===== src/rtl/music_playback_sequencer_if.sv =====
// Control, ROM and tone-generator signals of the playback sequencer.
// master = sequencer side, slave = selector/ROM/tone-generator side.
interface music_playback_sequencer_if #(
    parameter int IDX_W  = 6,
    parameter int NOTE_W = 5
);
    logic [1:0]        track_sel;
    logic              start;
    logic              play_pause;
    logic              stop;
    logic [IDX_W+1:0]  rom_addr;
    logic [NOTE_W-1:0] rom_data;
    logic [NOTE_W-1:0] note_out;
    logic              note_valid;
    logic              busy;
    logic              track_done;
    logic              next_req;

    modport master (
        input  track_sel, start, play_pause, stop, rom_data,
        output rom_addr, note_out, note_valid, busy, track_done, next_req
    );

    modport slave (
        output track_sel, start, play_pause, stop, rom_data,
        input  rom_addr, note_out, note_valid, busy, track_done, next_req
    );
endinterface


===== src/rtl/music_playback_sequencer.sv =====
// Note playback sequencer: fetch, hold, pause/resume, stop, end-of-track.
// Optional AUTO_NEXT_EN: pulse next_req together with track_done.
module music_playback_sequencer #(
    parameter int IDX_W          = 6,
    parameter int NOTE_W         = 5,
    parameter int END_CODE       = 31,
    parameter int TICKS_PER_NOTE = 4
) (
    input logic                      clk,
    input logic                      reset,
    music_playback_sequencer_if.master bus
);
    localparam int TW = (TICKS_PER_NOTE > 2) ? $clog2(TICKS_PER_NOTE) : 1;
    localparam logic [TW-1:0] TICK_LAST = TW'(TICKS_PER_NOTE - 1);

    typedef enum logic [2:0] {
        IDLE,
        FETCH,
        WAIT,
        PLAY,
        PAUSED
    } state_t;

    state_t            state;
    logic [1:0]        track;
    logic [IDX_W-1:0]  idx;
    logic [TW-1:0]     tick;
    logic              pend;
    logic [IDX_W+1:0]  rom_addr_q;
    logic [NOTE_W-1:0] note_q;
    logic              valid_q;
    logic              busy_q;
    logic              done_q;

    logic [IDX_W-1:0]  idx_nxt;
    logic              note_end;
    logic              resume_adv;
    logic              advance;
    logic              end_code;
    logic              track_end;

    assign idx_nxt    = idx + 1'b1;
    assign note_end   = (state == PLAY) && (tick == TICK_LAST) && !bus.play_pause;
    // a pause landing on the last tick is remembered so resume moves straight on
    assign resume_adv = (state == PAUSED) && bus.play_pause && pend;
    assign advance    = note_end || resume_adv;
    assign end_code   = (state == WAIT) && (bus.rom_data == NOTE_W'(END_CODE));
    assign track_end  = end_code || (advance && (&idx));

`ifdef AUTO_NEXT_EN
    logic next_q;
`endif

    always_ff @(posedge clk) begin
        if (reset) begin
            state      <= IDLE;
            track      <= '0;
            idx        <= '0;
            tick       <= '0;
            pend       <= 1'b0;
            rom_addr_q <= '0;
            note_q     <= '0;
            valid_q    <= 1'b0;
            busy_q     <= 1'b0;
            done_q     <= 1'b0;
`ifdef AUTO_NEXT_EN
            next_q     <= 1'b0;
`endif
        end else begin
            done_q <= 1'b0;
`ifdef AUTO_NEXT_EN
            next_q <= 1'b0;
`endif
            if (bus.stop && (state != IDLE)) begin
                state   <= IDLE;
                idx     <= '0;
                tick    <= '0;
                pend    <= 1'b0;
                note_q  <= '0;
                valid_q <= 1'b0;
                busy_q  <= 1'b0;
            end else if (bus.start && !bus.stop) begin
                state      <= FETCH;
                track      <= bus.track_sel;
                idx        <= '0;
                tick       <= '0;
                pend       <= 1'b0;
                rom_addr_q <= {bus.track_sel, {IDX_W{1'b0}}};
                valid_q    <= 1'b0;
                busy_q     <= 1'b1;
            end else if (track_end) begin
                state   <= IDLE;
                idx     <= '0;
                tick    <= '0;
                pend    <= 1'b0;
                note_q  <= '0;
                valid_q <= 1'b0;
                busy_q  <= 1'b0;
                done_q  <= 1'b1;
`ifdef AUTO_NEXT_EN
                next_q  <= 1'b1;
`endif
            end else if (advance) begin
                state      <= FETCH;
                idx        <= idx_nxt;
                rom_addr_q <= {track, idx_nxt};
                tick       <= '0;
                pend       <= 1'b0;
                valid_q    <= 1'b0;
            end else begin
                unique case (state)
                    IDLE: ;
                    FETCH: state <= WAIT;
                    WAIT: begin
                        note_q  <= bus.rom_data;
                        tick    <= '0;
                        state   <= PLAY;
                        valid_q <= 1'b1;
                    end
                    PLAY: begin
                        if (bus.play_pause) begin
                            state   <= PAUSED;
                            valid_q <= 1'b0;
                            if (tick == TICK_LAST) pend <= 1'b1;
                            else tick <= tick + 1'b1;
                        end else begin
                            tick <= tick + 1'b1;
                        end
                    end
                    PAUSED: begin
                        if (bus.play_pause) begin
                            state   <= PLAY;
                            valid_q <= 1'b1;
                        end
                    end
                    default: state <= IDLE;
                endcase
            end
        end
    end

    assign bus.rom_addr   = rom_addr_q;
    assign bus.note_out   = note_q;
    assign bus.note_valid = valid_q;
    assign bus.busy       = busy_q;
    assign bus.track_done = done_q;
`ifdef AUTO_NEXT_EN
    assign bus.next_req   = next_q;
`else
    assign bus.next_req   = 1'b0;
`endif
endmodule


===== src/flat_wrapper.sv =====
// flat-port wrapper written by rule: the top's interface ports become plain ports
module music_playback_sequencer_flat 
#(
    parameter int IDX_W          = 6,
    parameter int NOTE_W         = 5,
    parameter int END_CODE       = 31,
    parameter int TICKS_PER_NOTE = 4
)
  (clk, reset, bus_track_sel, bus_start, bus_play_pause, bus_stop, bus_rom_data, bus_rom_addr, bus_note_out, bus_note_valid, bus_busy, bus_track_done, bus_next_req);
  music_playback_sequencer_if #(.IDX_W(IDX_W), .NOTE_W(NOTE_W)) bus_i ();
  input logic clk;
  input logic reset;
  input wire logic [$bits(bus_i.track_sel)-1:0] bus_track_sel;
  input wire logic [$bits(bus_i.start)-1:0] bus_start;
  input wire logic [$bits(bus_i.play_pause)-1:0] bus_play_pause;
  input wire logic [$bits(bus_i.stop)-1:0] bus_stop;
  input wire logic [$bits(bus_i.rom_data)-1:0] bus_rom_data;
  output wire logic [$bits(bus_i.rom_addr)-1:0] bus_rom_addr;
  output wire logic [$bits(bus_i.note_out)-1:0] bus_note_out;
  output wire logic [$bits(bus_i.note_valid)-1:0] bus_note_valid;
  output wire logic [$bits(bus_i.busy)-1:0] bus_busy;
  output wire logic [$bits(bus_i.track_done)-1:0] bus_track_done;
  output wire logic [$bits(bus_i.next_req)-1:0] bus_next_req;
  assign bus_i.track_sel = bus_track_sel;
  assign bus_i.start = bus_start;
  assign bus_i.play_pause = bus_play_pause;
  assign bus_i.stop = bus_stop;
  assign bus_i.rom_data = bus_rom_data;
  assign bus_rom_addr = bus_i.rom_addr;
  assign bus_note_out = bus_i.note_out;
  assign bus_note_valid = bus_i.note_valid;
  assign bus_busy = bus_i.busy;
  assign bus_track_done = bus_i.track_done;
  assign bus_next_req = bus_i.next_req;
  music_playback_sequencer #(.IDX_W(IDX_W), .NOTE_W(NOTE_W), .END_CODE(END_CODE), .TICKS_PER_NOTE(TICKS_PER_NOTE)) u_core (.clk(clk), .reset(reset), .bus(bus_i));
endmodule

===== config.mk =====
export PLATFORM = sky130hd
export DESIGN_NAME = music_playback_sequencer_flat
export DESIGN_NICKNAME = d
export VERILOG_FILES = /design/src/rtl/music_playback_sequencer_if.sv /design/src/rtl/music_playback_sequencer.sv /design/src/flat_wrapper.sv
export SDC_FILE = /design/constraint.sdc
export NUM_CORES = 1
export LEC_CHECK = 0
export CAP_MARGIN = 20
export CORE_MARGIN = 2
export CORE_UTILIZATION = 35
export DETAILED_ROUTE_END_ITERATION = 8
export SLEW_MARGIN = 20
export SYNTH_ARGS = -nofsm -noshare
export SYNTH_HDL_FRONTEND = slang
export SYNTH_SLANG_ARGS = --single-unit

===== constraint.sdc =====
create_clock -name clk -period 2.7 [get_ports clk]
set_input_delay 0.675 -clock clk [delete_from_list [all_inputs] [get_ports clk]]
set_output_delay 0.675 -clock clk [all_outputs]
set_load 0.03 [all_outputs]

==> metrics.cfg <==
[synth]
ys.flop_type=dfxtp_1
yosysSeqAreaShare=0.376
ys_ff_latch=30
yosys_warnings=0
synth_edf_count=0
ys_types=56
syn_nets=190
async_flop_share=0
synthCells=176
synth_area_per_cell_um2=9.08
syn_area_um2=1600

[setup_path]
path_depth=5
crit_arrival_ps=2470
r2r-end=u_core.bus.note_out[2]$_SDFFE_PP0P_
crit_chain=clkdlybuf4s50_1, and4bb_1, a22oi_4, nand4_1, o22ai_1
r2r_slack_ps=700
crit_path_end_kind=register
path_buf_inv=1
reg2reg_from=u_core.state[1]$_SDFFE_PP0P_
crit_fanout=15
r2r_cells=4
cpMaxStageDelayCell=clkdlybuf4s50_1
required_ps=2900
criticalPathCategory=input pin to register
critPathTopFamily=compound AO/OA/AOI/OAI gates
start_kind=input pin
cpPeakStageDelay_ps=500

[route]
wl_per_cell_um=12.9
ant_nets=0
remaining_drc_errors=0
routed_wl_um=3340
dr.pass1.iters=4
vias=1360
first_iter_violations=64
via_per_inst=5.25

[power_and_ir_drop]
clkPwrFrac=0.362
power-per-cell-area_nw_per_um2=466
combPwrFrac=0.139
power.internal_mw=0.686
p_leak_nw=0.739
seq_power_share=0.499
netSwitchingPower_mw=0.245
switching_share=0.263
peakVddDrop_v=0.000274

[sta]
period_share=0.838
hold_viol=0
fmax_mhz=442
fin_worst_skew_ps=4.35
rsz0062_at_grt=no
slew_headroom=0.663
period_needed_ps=2260
setup_violations=0
setup_tns_ps=0
drv_slew=0
fin_ws_ps=437
worst_pin_slew_ps=506

[clocking]
numCtsBuffers=5
ctsHtreeMaxLevel=2
cts_root_buffer=clkbuf_8
clk_pin_slew_ps=60
cts_setup_buffers=0
clk_path_buf_depth=2
holdBufCountCts=0
clock-sinks=30
clk_latency_ps=280
cts_tree=done
cts.repair.resized=0

[cells_and_area]
final_layout_size_suffix_gt1_frac=0.130
area_growth_pct=25.2
layout.nets=221
antenna_cells=0
fillers=428

[floorplanning]
die_area_um2=5120
core-area_um2=4380
start_util=0.364
io-pin-count=29
num_rows=24
fp.dieW_um=71.6
fp.dieH_um=71.6

[global_route]
overflow=0
use_met2=0.229
track_usage=0.145
antenna_found_initial=0
use_met3=0.0380
grt.met1_usage=0.172
grt_pass1_vias=1278
grt_max_degree=18
grt_pass1_wl_um=5690
grt.busiest_layer=met2

[worst_hold_path]
worstHoldStart=u_core.tick[1]$_SDFFE_PP0P_
hp-class=register to register
holdPathStages=2
holdPathEnd=u_core.tick[1]$_SDFFE_PP0P_

[outcome]
status=completed

[placed_design]
globalplace.congestion=0.770
portBuffers=27
hpwl_um=2400
place_ws_ps=164

[job]
max-cap-violations=0

cell usage after synthesis, types with 3 or more instances:
library cell	count	area [um2]
dfxtp_1	30	601
mux2i_1	3	30.0
clkbuf_1	3	11.3
xnor2_1	3	26.3
or3_1	7	43.8
nand2_1	10	37.5
a21oi_1	11	55.1
o21ai_0	4	20.0
buf_2	3	15.0
nand3_1	5	25.0
nor2b_1	6	37.5
nor2_1	11	41.3
and3_1	3	18.8
o22ai_1	6	37.5
o32ai_1	3	26.3
inv_1	16	60.1
sequential cells by signal, indices dropped and copies added, names as in the netlist:
register               cells
u_core.bus.rom_addr        8
u_core.bus.track_done      1
u_core.bus.note_out        5
u_core.bus.busy            1
u_core.state               3
u_core.bus.note_valid      1
u_core.tick                2
u_core.idx                 6
u_core.pend                1
u_core.track               2
final cells by class:
class	instances	area, um2	share of cell area
Sequential cell	30	601	0.300
Clock inverter	2	10.0	0.00500
Multi-Input combinational cell	120	873	0.437
Tap cell	52	65.1	0.0325
Inverter	16	60.1	0.0300
Clock buffer	5	68.8	0.0344
Timing Repair Buffer	34	323	0.161
power by group through the flow:
stage	logic, mW	clock network, mW	registers, mW
after floorplan	0.0833	0	0.476
after global placement	0.130	0	0.475
after detailed placement	0.130	0	0.475
after CTS	0.131	0.352	0.465
after global routing	0.143	0.369	0.467
final	0.129	0.338	0.465
worst reg2reg max path, cell delays in order (launching register included):
cell	delay [ps]
dfxtp_1	620
and4bb_1	330
a22oi_4	420
nand4_1	330
o22ai_1	220
worst max path at each step:
stage                              start                                  end  slack [ps]
after floorplan           bus_play_pause  u_core.bus.rom_addr[6]$_SDFFE_PP0P_         760
after global placement    bus_play_pause           u_core.idx[1]$_SDFFE_PP0P_         200
after detailed placement  bus_play_pause  u_core.bus.note_out[2]$_SDFFE_PP0P_         160
after CTS                 bus_play_pause  u_core.bus.note_out[2]$_SDFFE_PP0P_         450
after global routing      bus_play_pause  u_core.bus.note_out[2]$_SDFFE_PP0P_         340
final                     bus_play_pause  u_core.bus.note_out[2]$_SDFFE_PP0P_         440
stage by stage:
stage	utilization	std cells	cell area (um2)	power, mW	hold slack, ps
after CTS	0.456	259	2000	0.947	469
after floorplan	-	176	1600	0.559	440
after global placement	0.438	252	1920	0.604	453
after detailed placement	0.438	252	1920	0.605	459
final	0.456	259	2000	0.932	463
after global routing	0.456	259	2000	0.979	489
placed cells by master (no fill, tap or decap), types with 3 or more instances in the layout:
master,n
clkbuf_8,5
inv_1,16
o32ai_1,3
clkdlybuf4s50_1,27
dfxtp_1,30
nand3_1,5
o22ai_1,6
nand2_1,10
nor2_1,11
xnor2_1,3
nor2b_1,6
or3_1,7
and3_1,3
a21oi_1,11
mux2i_1,3
buf_4,7
o21ai_0,4
cell families (layout without fill, tap and decap cells):
group           after synthesis  in the layout  synth area share
xor+xnor                      5              5            0.0274
fa+ha+maj                     2              2            0.0157
simple gates                 58             58             0.218
compound gates               48             48             0.244
buf+inv                      26             57            0.0775
other cells                   1              1           0.00235
flops                        30             30             0.376
mux                           6              6            0.0399
routing by layer:
layer	vias to the layer above	wire, um
met3	7	139
li1	705	-
met2	20	1510
met4	0	88
met5	-	0
met1	628	1600
No activity file was read; power rests on OpenSTA's default activity.
